**config.mk**
```make
export PLATFORM = sky130hd
export DESIGN_NAME = if_fetch_flat
export DESIGN_NICKNAME = d
export VERILOG_FILES = /design/src/rtl/if_fetch_if.sv /design/src/rtl/if_fetch.sv /design/src/flat_wrapper.sv
export SDC_FILE = /design/constraint.sdc
export NUM_CORES = 1
export LEC_CHECK = 0
export ABC_AREA = 1
export ABC_CLOCK_PERIOD_IN_PS = 4380
export CAP_MARGIN = 30
export CORE_MARGIN = 5
export CORE_UTILIZATION = 57
export DETAILED_ROUTE_END_ITERATION = 8
export DONT_BUFFER_PORTS = 1
export MAX_ROUTING_LAYER = met4
export PLACE_DENSITY = 0.75
export SYNTH_ARGS = -nofsm -noshare
export SYNTH_HDL_FRONTEND = slang
export SYNTH_SLANG_ARGS = --single-unit
```
**constraint.sdc**
```tcl
create_clock -name clk -period 4.38 [get_ports clk]
set_input_delay 0.438 -clock clk [delete_from_list [all_inputs] [get_ports clk]]
set_output_delay 0.438 -clock clk [all_outputs]
set_load 0.03 [all_outputs]
```
**src/rtl/if_fetch_if.sv**
```systemverilog
// Instruction-bus port of the fetch stage.
// Pipelined request/grant address phase with in-order response data.
interface if_fetch_if;
   logic        req;
   logic [31:0] addr;
   logic        gnt;
   logic        rvalid;
   logic [31:0] rdata;

   modport master (
      output req,
      output addr,
      input  gnt,
      input  rvalid,
      input  rdata
   );

   modport slave (
      input  req,
      input  addr,
      output gnt,
      output rvalid,
      output rdata
   );
endinterface

```
**src/rtl/if_fetch.sv**
```systemverilog
// Instruction fetch stage: credit-limited sequential fetch into a small in-order {pc, inst} queue,
// with branch redirect that flushes the queue and drops responses still in flight.
module if_fetch #(
   parameter logic [31:0] RESET_PC   = 32'h0000_0000,
   parameter int          FIFO_DEPTH = 2
) (
   input  logic        clk,
   input  logic        rst,
   input  logic        ex_branch_flag_i,
   input  logic [31:0] ex_branch_addr_i,
   input  logic [4:0]  stalled_i,
   if_fetch_if.master  ibus,
   output logic [31:0] pc_o,
   output logic [31:0] inst_o
);
   localparam int PTR_W  = $clog2(FIFO_DEPTH);
   localparam int CNT_W  = PTR_W + 1;
   // Stale responses accumulate across repeated redirects, so this counter is wider than the queue.
   localparam int DISC_W = 8;
   localparam logic [CNT_W:0] CREDIT_MAX = (CNT_W + 1)'(FIFO_DEPTH);

   generate
      if (FIFO_DEPTH < 2 || (FIFO_DEPTH & (FIFO_DEPTH - 1)) != 0) begin : g_bad_depth
         $error("if_fetch: FIFO_DEPTH must be a power of two and at least 2");
      end
   endgenerate

   logic [31:0]       fetch_pc_reg, fetch_pc_next;
   logic [31:0]       rsp_pc_reg, rsp_pc_next;
   logic [CNT_W-1:0]  outstanding_reg, outstanding_next;
   logic [DISC_W-1:0] discard_reg, discard_next;
   logic [CNT_W-1:0]  count_reg, count_next;
   logic [PTR_W-1:0]  rd_ptr_reg, rd_ptr_next;
   logic [PTR_W-1:0]  wr_ptr_reg, wr_ptr_next;

   logic [31:0] pc_mem   [FIFO_DEPTH];
   logic [31:0] inst_mem [FIFO_DEPTH];

   logic        branch;
   logic [31:0] target;
   logic [CNT_W:0] credit_used;
   logic        credit_ok;
   logic        fire;
   logic        rsp_live;
   logic        rsp_stale;
   logic        push;
   logic        pop;
   logic        unused_inputs;

   assign branch      = ex_branch_flag_i;
   assign target      = {ex_branch_addr_i[31:2], 2'b00};
   assign credit_used = {1'b0, count_reg} + {1'b0, outstanding_reg};
   // Queue entries plus live requests never exceed the depth; this cycle's pop earns no credit.
   assign credit_ok   = credit_used < CREDIT_MAX;

   assign ibus.req  = rst & credit_ok & ~branch;
   assign ibus.addr = fetch_pc_reg;

   assign fire      = ibus.req & ibus.gnt;
   assign rsp_stale = ibus.rvalid & (discard_reg != '0);
   assign rsp_live  = ibus.rvalid & (discard_reg == '0);
   assign push      = rsp_live & ~branch;
   assign pop       = (count_reg != '0) & ~stalled_i[1] & ~branch;

   assign unused_inputs = ^{stalled_i[4:2], stalled_i[0], ex_branch_addr_i[1:0]};

   always_comb begin
      fetch_pc_next    = fetch_pc_reg;
      rsp_pc_next      = rsp_pc_reg;
      outstanding_next = outstanding_reg;
      discard_next     = discard_reg;
      count_next       = count_reg;
      rd_ptr_next      = rd_ptr_reg;
      wr_ptr_next      = wr_ptr_reg;

      if (branch) begin
         // Every live request becomes stale; a response landing this cycle is consumed here.
         fetch_pc_next    = target;
         rsp_pc_next      = target;
         outstanding_next = '0;
         discard_next     = discard_reg + DISC_W'(outstanding_reg) - DISC_W'(ibus.rvalid);
         count_next       = '0;
         rd_ptr_next      = '0;
         wr_ptr_next      = '0;
      end else begin
         if (fire) begin
            fetch_pc_next = fetch_pc_reg + 32'd4;
         end
         if (push) begin
            rsp_pc_next = rsp_pc_reg + 32'd4;
            wr_ptr_next = wr_ptr_reg + PTR_W'(1);
         end
         if (pop) begin
            rd_ptr_next = rd_ptr_reg + PTR_W'(1);
         end
         if (rsp_stale) begin
            discard_next = discard_reg - DISC_W'(1);
         end

         case ({fire, rsp_live})
            2'b10:   outstanding_next = outstanding_reg + CNT_W'(1);
            2'b01:   outstanding_next = outstanding_reg - CNT_W'(1);
            default: outstanding_next = outstanding_reg;
         endcase

         case ({push, pop})
            2'b10:   count_next = count_reg + CNT_W'(1);
            2'b01:   count_next = count_reg - CNT_W'(1);
            default: count_next = count_reg;
         endcase
      end
   end

   always_ff @(posedge clk or negedge rst) begin
      if (!rst) begin
         fetch_pc_reg    <= RESET_PC;
         rsp_pc_reg      <= RESET_PC;
         outstanding_reg <= '0;
         discard_reg     <= '0;
         count_reg       <= '0;
         rd_ptr_reg      <= '0;
         wr_ptr_reg      <= '0;
      end else begin
         fetch_pc_reg    <= fetch_pc_next;
         rsp_pc_reg      <= rsp_pc_next;
         outstanding_reg <= outstanding_next;
         discard_reg     <= discard_next;
         count_reg       <= count_next;
         rd_ptr_reg      <= rd_ptr_next;
         wr_ptr_reg      <= wr_ptr_next;
      end
   end

   // Payload storage needs no reset: the head is only exposed while count is non-zero.
   always_ff @(posedge clk) begin
      if (push) begin
         pc_mem[wr_ptr_reg]   <= rsp_pc_reg;
         inst_mem[wr_ptr_reg] <= ibus.rdata;
      end
   end

   assign pc_o   = (count_reg != '0) ? pc_mem[rd_ptr_reg]   : 32'h0000_0000;
   assign inst_o = (count_reg != '0) ? inst_mem[rd_ptr_reg] : 32'h0000_0000;
endmodule
```
**src/flat_wrapper.sv**
```systemverilog
// flat-port wrapper written by rule: the top's interface ports become plain ports
module if_fetch_flat 
#(
   parameter logic [31:0] RESET_PC   = 32'h0000_0000,
   parameter int          FIFO_DEPTH = 2
)
  (clk, rst, ex_branch_flag_i, ex_branch_addr_i, stalled_i, pc_o, inst_o, ibus_req, ibus_addr, ibus_gnt, ibus_rvalid, ibus_rdata);
  if_fetch_if ibus_i ();
  input  logic clk;
  input  logic rst;
  input  logic ex_branch_flag_i;
  input  logic [31:0] ex_branch_addr_i;
  input  logic [4:0] stalled_i;
  output logic [31:0] pc_o;
  output logic [31:0] inst_o;
  output wire logic [$bits(ibus_i.req)-1:0] ibus_req;
  output wire logic [$bits(ibus_i.addr)-1:0] ibus_addr;
  input wire logic [$bits(ibus_i.gnt)-1:0] ibus_gnt;
  input wire logic [$bits(ibus_i.rvalid)-1:0] ibus_rvalid;
  input wire logic [$bits(ibus_i.rdata)-1:0] ibus_rdata;
  assign ibus_req = ibus_i.req;
  assign ibus_addr = ibus_i.addr;
  assign ibus_i.gnt = ibus_gnt;
  assign ibus_i.rvalid = ibus_rvalid;
  assign ibus_i.rdata = ibus_rdata;
  if_fetch #(.RESET_PC(RESET_PC), .FIFO_DEPTH(FIFO_DEPTH)) u_core (.clk(clk), .rst(rst), .ex_branch_flag_i(ex_branch_flag_i), .ex_branch_addr_i(ex_branch_addr_i), .stalled_i(stalled_i), .ibus(ibus_i), .pc_o(pc_o), .inst_o(inst_o));
endmodule
```
==> metrics, run 1 <==
status finished clean; Via Count 7,992; Fmax 323.5 MHz; Post-synth EDFFs 124; hold depth 0; Worst Hold Class in2reg; CTS root buf clkbuf_16; H-tree levels 4; HP Start ibus_rdata[1]; Final TNS setup 0 ns; Max Used Layer met4; routed wire length 24,790 um; CTS tree done; Nets 1,286; Avg Synthesized Cell Area 8.497 sq um; largest area contributor in the netlist edfxtp_1; Compound-Gate Fraction of Synth Area 7.861%; Synth area leaders edfxtp_1 (37%), dfrtp_1 (18%), nand2_1 (17%); commonest cells in the netlist nand2_1 (452), edfxtp_1 (124), inv_1 (104); post-synthesis xor/xnor area fraction 2.497%; Hold WS 0.08737 ns; most frequent cell after synthesis nand2_1; Routed wire per std cell 17.36 um; Worst Hold End u_core.inst_mem[0][1]; Sw Ratio 41.11%; sequential share of power 41.8%; die width 143.6 um; total grt overflow 0; Synth cell types 36; largest registers u_core.inst_mem (64), u_core.pc_mem (60); largest net degree at the start of global routing 75; Leak 4.629 nW; CP Launch Type flop; worst r2r src u_core.discard_reg[5]; Seq/Total Area, Yosys 54.82%; Clock Tree Buf Depth 2; Power, Total 5.795 mW; Tcrit/Tclk final 70.57%; critical path arrival 3.23 ns; synthesized area 0.01017 sq mm; Buffers on Ports 0; CTS clk-pin slew, worst paths 0.08 ns; Worst Path Required 4.52 ns; row count 48; crit path kind reg2reg; ys flop type edfxtp_1; RSZ-0062 raised after global routing false; number of CTS-inserted buffers 17; Final Max Slew Viols 0; worst-skew pair later-pin latency 0.44 ns; Crit. End Element flop; Slew @ Worst Pin 0.9424 ns; Met3 Routed Length 2532 um; max reg flops 64; final hold vios 0; CTS sink count 198; first-pass GRT wire length 39,030 um; RR Endpoint u_core.inst_mem[1][16]; # Max-Cap Violations 0; worst-path fanout max 32; Final Critical Period 3.091 ns; first-pass iteration count of the detailed router 5; Register-to-Register Setup Slack 1.29 ns; GPL Wtd Cong 0.9030; DR vias/cell 5.597; Core ar. 0.01742 sq mm; vias in the first global route 7,714; combinational share of power 30.6%; met1 WL 10,240 um; Final ANT Viol Nets 0; die height 143.6 um; Yosys top cell area share 36.61%; DRT iter0 DRCs 522; Final HPWL DP 17,490 um; clock share of power 27.5%; maximum vdd ir drop 310.5 uV; Syn-to-layout area delta 8.562%; simple-gate share of the synthesized area 26.12%; Post CTS Setup Buffer Count 0; final setup vio count 0; metal2 WL 11,360 um; Starting Density 58.40%; largest family of logic cells by synthesized area simple AND/OR/NAND/NOR gates; IO Count 171; number of synthesized register bits 198; post-synthesis adder-cell area fraction 2.854%; drt drc 0; initial antenna violation count 0; ant diodes 0; R2R depth 10; ys async rst share 37.37%; Cell Pwr Density 524.9 mW/mm^2; Cells after Synth 1,197; Slew headroom 37.03%; Clock Skew 0.007753 ns; Int Pwr 3.413 mW; total global-route track usage 25.13%; Reg with most FFs u_core.inst_mem; Psw 2.382 mW; die area 0.02062 sq mm; mux share of post-synthesis cell area 0%; yosys warns 0; proportion of layout cells with a drive suffix above 1 5.569%
## worst max path at each step
stage,endpoint,slack (ns),from
after floorplan,u_core.inst_mem[0][0],0.01,u_core.discard_reg[3]
after global placement,u_core.inst_mem[1][1],1.28,u_core.discard_reg[3]
after detailed placement,u_core.inst_mem[1][1],1.26,u_core.discard_reg[5]
after CTS,u_core.inst_mem[1][16],1.24,u_core.discard_reg[5]
after global routing,u_core.inst_mem[1][16],1.02,u_core.discard_reg[3]
final,u_core.inst_mem[1][16],1.29,u_core.discard_reg[5]
## cell usage in the layout (no fill, tap or decap), types with 2 or more instances in the layout
master and n:
a21oi_1 79, a31oi_1 2, and2_1 2, and3_1 2, buf_12 3, buf_4 5
clkbuf_16 17, clkinv_8 2, conb_1 4, dfrtp_1 73, edfxtp_1 124, fa_1 2
ha_1 20, inv_1 104, inv_2 5, inv_6 2, inv_8 7, nand2_1 452
nand2_2 4, nand3_1 55, nand3_2 2, nand3b_1 13, nand4_1 6, nor2_1 98
nor2_2 8, nor2_4 4, nor3_1 3, o211ai_1 14, o21ai_0 33, o21ai_1 12
o21bai_1 5, xnor2_1 2, xor2_1 27
## worst max-delay path: stages, from the launching register on
cell and delay, ns:
dfrtp_1 0.41, inv_1 0.15, ha_1 0.20, nand2_1 0.07
nor2_1 0.12, nand2_1 0.19, nor2_2 0.12, buf_4 0.27
inv_2 0.18, nor2_4 0.75, buf_12 0.30
## per-stage QoR
stage                     instances  worst slack, ns  area, sq um  utilization [%]
final                          1428            1.289        11040            63.40
after global routing           1428            1.021        11040            63.40
after CTS                      1428            1.238        11040            63.40
after detailed placement       1394            1.261        10400            59.71
after global placement         1393            1.284        10380            59.60
after floorplan                1200          0.01396        10180                -
## cells by family (layout without fill, tap and decap cells)
kind of cell | after synthesis | count (layout)
XOR/XNOR | 29 | 29
adder cells (fa/ha/maj) | 22 | 22
AO/OA/AOI/OAI | 148 | 148
buffers and inverters | 148 | 151
other | 1 | 4
flip-flops | 198 | 198
AND/OR/NAND/NOR | 651 | 651
## cell type report
cell class	instances	area [sq um]
Sequential cell	198	5577
Multi-Input combinational cell	854	4035
Fill cell	1459	6375
Clock inverter	15	178.9
Inverter	109	409.1
Tap cell	225	281.5
Clock buffer	17	425.4
Timing Repair Buffer	10	135.1
## power by group through the flow
stage	logic, mW	clock network, mW	registers, mW
after global routing	1.99	1.70	2.44
after global placement	1.71	0	2.45
after floorplan	1.46	0	2.39
final	1.78	1.60	2.42
after CTS	1.79	1.62	2.42
after detailed placement	1.76	0	2.46
## routing by layer
layer,GRT usage (%),up-vias
met4,8.573,0
met5,-,-
li1,-,3872
met1,33.48,3747
met3,5.158,48
met2,38.84,325
## timing repair
item / 4_1_cts / 5_1_grt
hold buffers: 2 / 0
hold endpoints to repair: 74 / 0
gates resized for setup: 0 / 0
Power figures use the tool's default switching activity.
==> run 2: changes to the inputs <==
- ABC_CLOCK_PERIOD_IN_PS: 4380 -> 2750
- clock period: 4.38 -> 2.75 ns (I/O delays scaled with it)
==> run 2 against run 1 <==
- clock-buffer cell count unchanged
- non-clock buffer count is 108 higher
- wire length rose by 2.4%
- setup slack worse by 0.85 ns
- clock power is 54% higher
- global-route usage is 0.84 points higher
- power rose by 67%
- sequential share of layout area shrank 4.0 points
- clock skew is 0.0019 ns higher
- final cell count rose by 7.6%
- combinational power up 90%
- via count increased by 5.3%
- critical endpoint is now pc_o[9]
- largest power group unchanged
==> metrics, run 2 (synthesis results as in run 1) <==
CP delay by family, top simple AND/OR/NAND/NOR gates; Via Count 8,416; CTS root buf clkbuf_16; Core ar. 0.01742 sq mm; Worst Path Required 2.48 ns; post-placement cell area 0.01103 sq mm; drt drc 0; Max stage delay on crit path 0.59 ns; first-pass iteration count of the detailed router 5; Cell Pwr Density 808.9 mW/mm^2; maximum vdd ir drop 535.1 uV; Syn-to-layout area delta 17.89%; initial antenna violation count 0; Final Max Slew Viols 0; CTS sink count 198; placed insts 1,469; die width 143.6 um; largest registers u_core.inst_mem (64), u_core.pc_mem (60); die area 0.02062 sq mm; Crit. End Element output port; Final Critical Period 2.313 ns; IO Count 171; commonest non-fill, non-tap cell in the layout nand2_1; Final HPWL DP 18,030 um; Slew @ Worst Pin 0.7061 ns; Final Instance Area 0.01199 sq mm; crit path kind reg2out; Clock Skew 0.009679 ns; CTS clk-pin slew, worst paths 0.08 ns; Tcrit/Tclk final 84.11%; row count 48; ant diodes 0; largest net degree at the start of global routing 75; DRT iter0 DRCs 604; Post CTS Setup Buffer Count 0; # Max-Cap Violations 0; vias in the first global route 8,033; proportion of layout cells with a drive suffix above 1 10.83%; Worst Hold Class in2reg; Nets 1,394; routed wire length 25,400 um; WP buf/inv 2; Starting Density 58.40%; number of CTS-inserted buffers 17; DR vias/cell 5.479; slowest cell on the critical path nor2_4; Leak 5.168 nW; most frequent cells in the layout nand2_1 (452), edfxtp_1 (124), inv_1 (104); critical path's most frequent cell buf_4; Final ANT Viol Nets 0; worst-path fanout max 27; RSZ-0062 raised after global routing false; total global-route track usage 25.96%; final non-filler cell total 1,536; Reg with most FFs u_core.inst_mem; H-tree levels 4; first-pass GRT wire length 40,680 um; worst-skew pair later-pin latency 0.44 ns; Routed wire per std cell 16.53 um; CP Launch Type flop; total grt overflow 0; post_cts resized 0; max reg flops 64; final hold vios 0; final setup vio count 0; CTS tree done; die height 143.6 um; Final TNS setup 0 ns; status finished clean; Slew headroom 52.81%; Buffers on Ports 0; critical path arrival 2.04 ns; GPL Wtd Cong 0.9333; post-layout util 68.84%; CP Cell Sequence nor2_4 -> buf_4 -> a21oi_1 -> buf_4; Fmax 432.3 MHz; Clock Tree Buf Depth 2
==> run 2: cell types whose count changed in the layout (fill, tap and decap cells not counted), sizes merged <==
cell,delta
clkinv,+2
dlygate4sd3,+33
clkinvlp,-1
bufinv,-1
buf,+75
==> run 2: tightest hold or removal path, stage by stage <==
cell,delay (ns)
a21oi_1,0.03
o211ai_1,0.07
nand2_1,0.05
==> run 2: final timing paths <==
check | start | end | cells past startpoint | slack (ns)
max | u_core.count_reg[0] | pc_o[9] | 4 | 0.44
min | ex_branch_flag_i | u_core.ibus.addr[14] | 3 | 0.03
max reg2reg | u_core.count_reg[0] | u_core.outstanding_reg[0] | 11 | 0.45
min reg2reg | u_core.rsp_pc_reg[31] | u_core.pc_mem[1][31] | 0 | 0.55
max in group asynchronous | rst | u_core.rd_ptr_reg | 2 | 2.03
min in group asynchronous | rst | u_core.ibus.addr[22] | 2 | 0.39
==> run 2: where the power goes <==
part / internal (mW) / switching, mW / leakage, nW / total (mW)
Sequential: 3.38 / 0.464 / 2.01 / 3.84
Combinational: 1.18 / 2.20 / 2.86 / 3.39
Clock: 1.23 / 1.24 / 0.293 / 2.47
==> run 2: layout make-up <==
class	count	area [sq um]
clock inverter	15	171.4
tap	225	281.5
fill	1340	5426
timing repair buffer	118	1091
multi-input combinational	854	4035
sequential	198	5577
clock buffer	17	425.4
inverter	109	409.1
==> run 2: per-layer routing <==
layer / wire [um] / GRT usage [%]
met5: 0 / -
met4: 327 / 5.798
met3: 2298 / 5.591
met2: 11990 / 40.54
met1: 10780 / 35.43
==> run 2: metrics by stage <==
| stage | setup slack (ns) | hold slack (ns) | power (mW) |
|---|---|---|---|
| detailed placement | 0.4543 | -0.01863 | 7.203 |
| global placement | 0.4990 | -0.01808 | 7.113 |
| finish | 0.4370 | 0.03014 | 9.699 |
| floorplan | 0.1273 | -0.02059 | 6.127 |
| CTS | 0.3998 | 0.002769 | 9.745 |
| global route | 0.2533 | 0.01287 | 10.26 |
==> run 2: what timing repair did <==
action / in CTS / in global routing
endpoints found under the hold margin: 144 / 0
hold buffers: 35 / 0
endpoints found under the setup margin: 0 / 0
==> run 3: changes to the inputs <==
- ABC_CLOCK_PERIOD_IN_PS: 2750 -> 2300
- PLACE_DENSITY: 0.75 -> 0.72
- clock period: 2.75 -> 2.3 ns (I/O delays scaled with it)
==> run 3 against run 2 <==
- setup slack lost 0.32 ns
- clock skew up 0.0011 ns
- core utilization is 1.3 points higher
- sequential power up 19%
- final area is 1.9% higher
- power grew 22%
- critical path type unchanged
- critical endpoint is now ibus_req
- largest cell class unchanged
- largest power group unchanged
==> metrics, run 3 (synthesis results as in run 1) <==
status finished clean; Tcrit/Tclk final 94.76%; commonest non-fill, non-tap cell in the layout nand2_1; CTS sink count 198; CP delay by family, top adder cells; Crit. End Element output port; fill count 1,377; die width 143.6 um; total grt overflow 0; final critical-path setup slack 0.1205 ns; Final ANT Viol Nets 0; Worst Path Required 2.07 ns; total global-route track usage 26.19%; CP Launch Type flop; Syn-to-layout area delta 20.08%; largest net degree at the start of global routing 75; Final HPWL DP 17,570 um; Routed wire per std cell 16.74 um; CTS root buf clkbuf_16; Clock Tree Buf Depth 2; worst-skew pair later-pin latency 0.44 ns; WP buf/inv 3; IO Count 171; number of CTS-inserted buffers 17; Slew headroom 38.51%; # Max-Cap Violations 0; GPL Wtd Cong 0.9046; Max stage delay on crit path 0.46 ns; final hold vios 0; Cell Pwr Density 965.6 mW/mm^2; Slew @ Worst Pin 0.9194 ns; row count 48; die height 143.6 um; Final TNS setup 0 ns; critical path's most frequent cell inv_1; Final Critical Period 2.179 ns; Sequential Area 0.005578 sq mm; Power, Total 11.79 mW; crit path kind reg2out; H-tree levels 4; Reg with most FFs u_core.inst_mem; drt drc 0; Core ar. 0.01742 sq mm; Nets 1,410; Buffers on Ports 0; ant diodes 0; max reg flops 64; vias in the first global route 8,153; routed wire length 25,980 um; post-layout util 70.12%; R2R depth 13; CTS tree done; maximum vdd ir drop 640.3 uV; worst-path fanout max 5; final setup vio count 0; hold depth 2; most frequent cells in the layout nand2_1 (449), edfxtp_1 (124), inv_1 (99); Starting Density 58.40%; first-pass iteration count of the detailed router 5; Crit path depth 7; Place WS 0.1691 ns; Final Max Slew Viols 0; Leak 5.230 nW; proportion of layout cells with a drive suffix above 1 11.98%; DR vias/cell 5.489; DRT iter0 DRCs 608; Clock Skew 0.01075 ns; CP Cell Sequence nand2_1 -> inv_1 -> fa_1 -> nor2_2 -> inv_1 -> nor3_2 -> buf_4; initial antenna violation count 0; Via Count 8,519; slowest cell on the critical path fa_1; Fmax 458.8 MHz; first-pass GRT wire length 41,210 um; largest registers u_core.inst_mem (64), u_core.pc_mem (60); CTS clk-pin slew, worst paths 0.08 ns; die area 0.02062 sq mm; Worst Hold Class in2reg; critical path arrival 1.95 ns; multi-input combinational cell area 0.004088 sq mm
-- run 3: final timing paths --
kind,slack (ns),from,endpoint
setup / recovery,0.12,u_core.count_reg[0],ibus_req
hold reg to reg,0.54,u_core.rsp_pc_reg[31],u_core.pc_mem[1][31]
hold / removal,0.007,ex_branch_flag_i,u_core.ibus.addr[22]
setup reg to reg,0.17,u_core.outstanding_reg[0],u_core.discard_reg[6]
min in group asynchronous,0.31,rst,u_core.discard_reg[3]
max in group asynchronous,1.63,rst,u_core.count_reg[0]
-- run 3: timing repair --
action                                  CTS  global route
cloned                                    0             0
endpoints found under the setup margin    1             3
hold endpoints to repair                165             2
hold buffers                             49             2
buffers inserted                          0             2
pin swaps                                 0             1
gates resized for setup                   2             4
-- run 3: area by class of cell --
cell class                 count  share of cell area [%]
tap                          225                   2.305
sequential                   198                   45.67
timing repair buffer         134                   10.24
clock buffer                  17                   3.483
clock inverter                15                   1.455
inverter                     109                   3.371
multi-input combinational    854                   33.47
-- run 3: per-layer routing --
metal  up-vias  wire [um]  GRT usage, %  share of wire [%]
li1       4134          -             -                  -
met1      3995      10690         35.04                 41
met2       343      12460         41.18                 48
met3        47       2199         4.958                8.5
met4         0        632         7.830                2.4
met5         -          0             -                  0
-- run 3: worst register-to-register path, delay by kind of cell, from the launching register on --
| kind | cells | cell delay, ns |
|---|---|---|
| compound gates | 1 | 0.05 |
| fa+ha+maj | 3 | 0.79 |
| buf+inv | 3 | 0.20 |
| simple gates | 6 | 0.54 |
| flops | 1 | 0.39 |
-- run 3: through the flow --
stage | hold slack [ns] | std cells | cell area (sq um)
6_report | 0.006813 | 1552 | 12210
5_1_grt | 0.002180 | 1552 | 12210
4_1_cts | 0.00004752 | 1548 | 12170
3_5_place_dp | -0.06368 | 1467 | 11050
3_3_place_gp | -0.06377 | 1467 | 11050
2_1_floorplan | -0.06559 | 1200 | 10240
-- run 3: report_power, final --
group / internal (mW) / total (mW) / switching [mW]
clock: 1.48 / 2.98 / 1.50
sequential: 4.04 / 4.57 / 0.525
combinational: 1.53 / 4.25 / 2.72
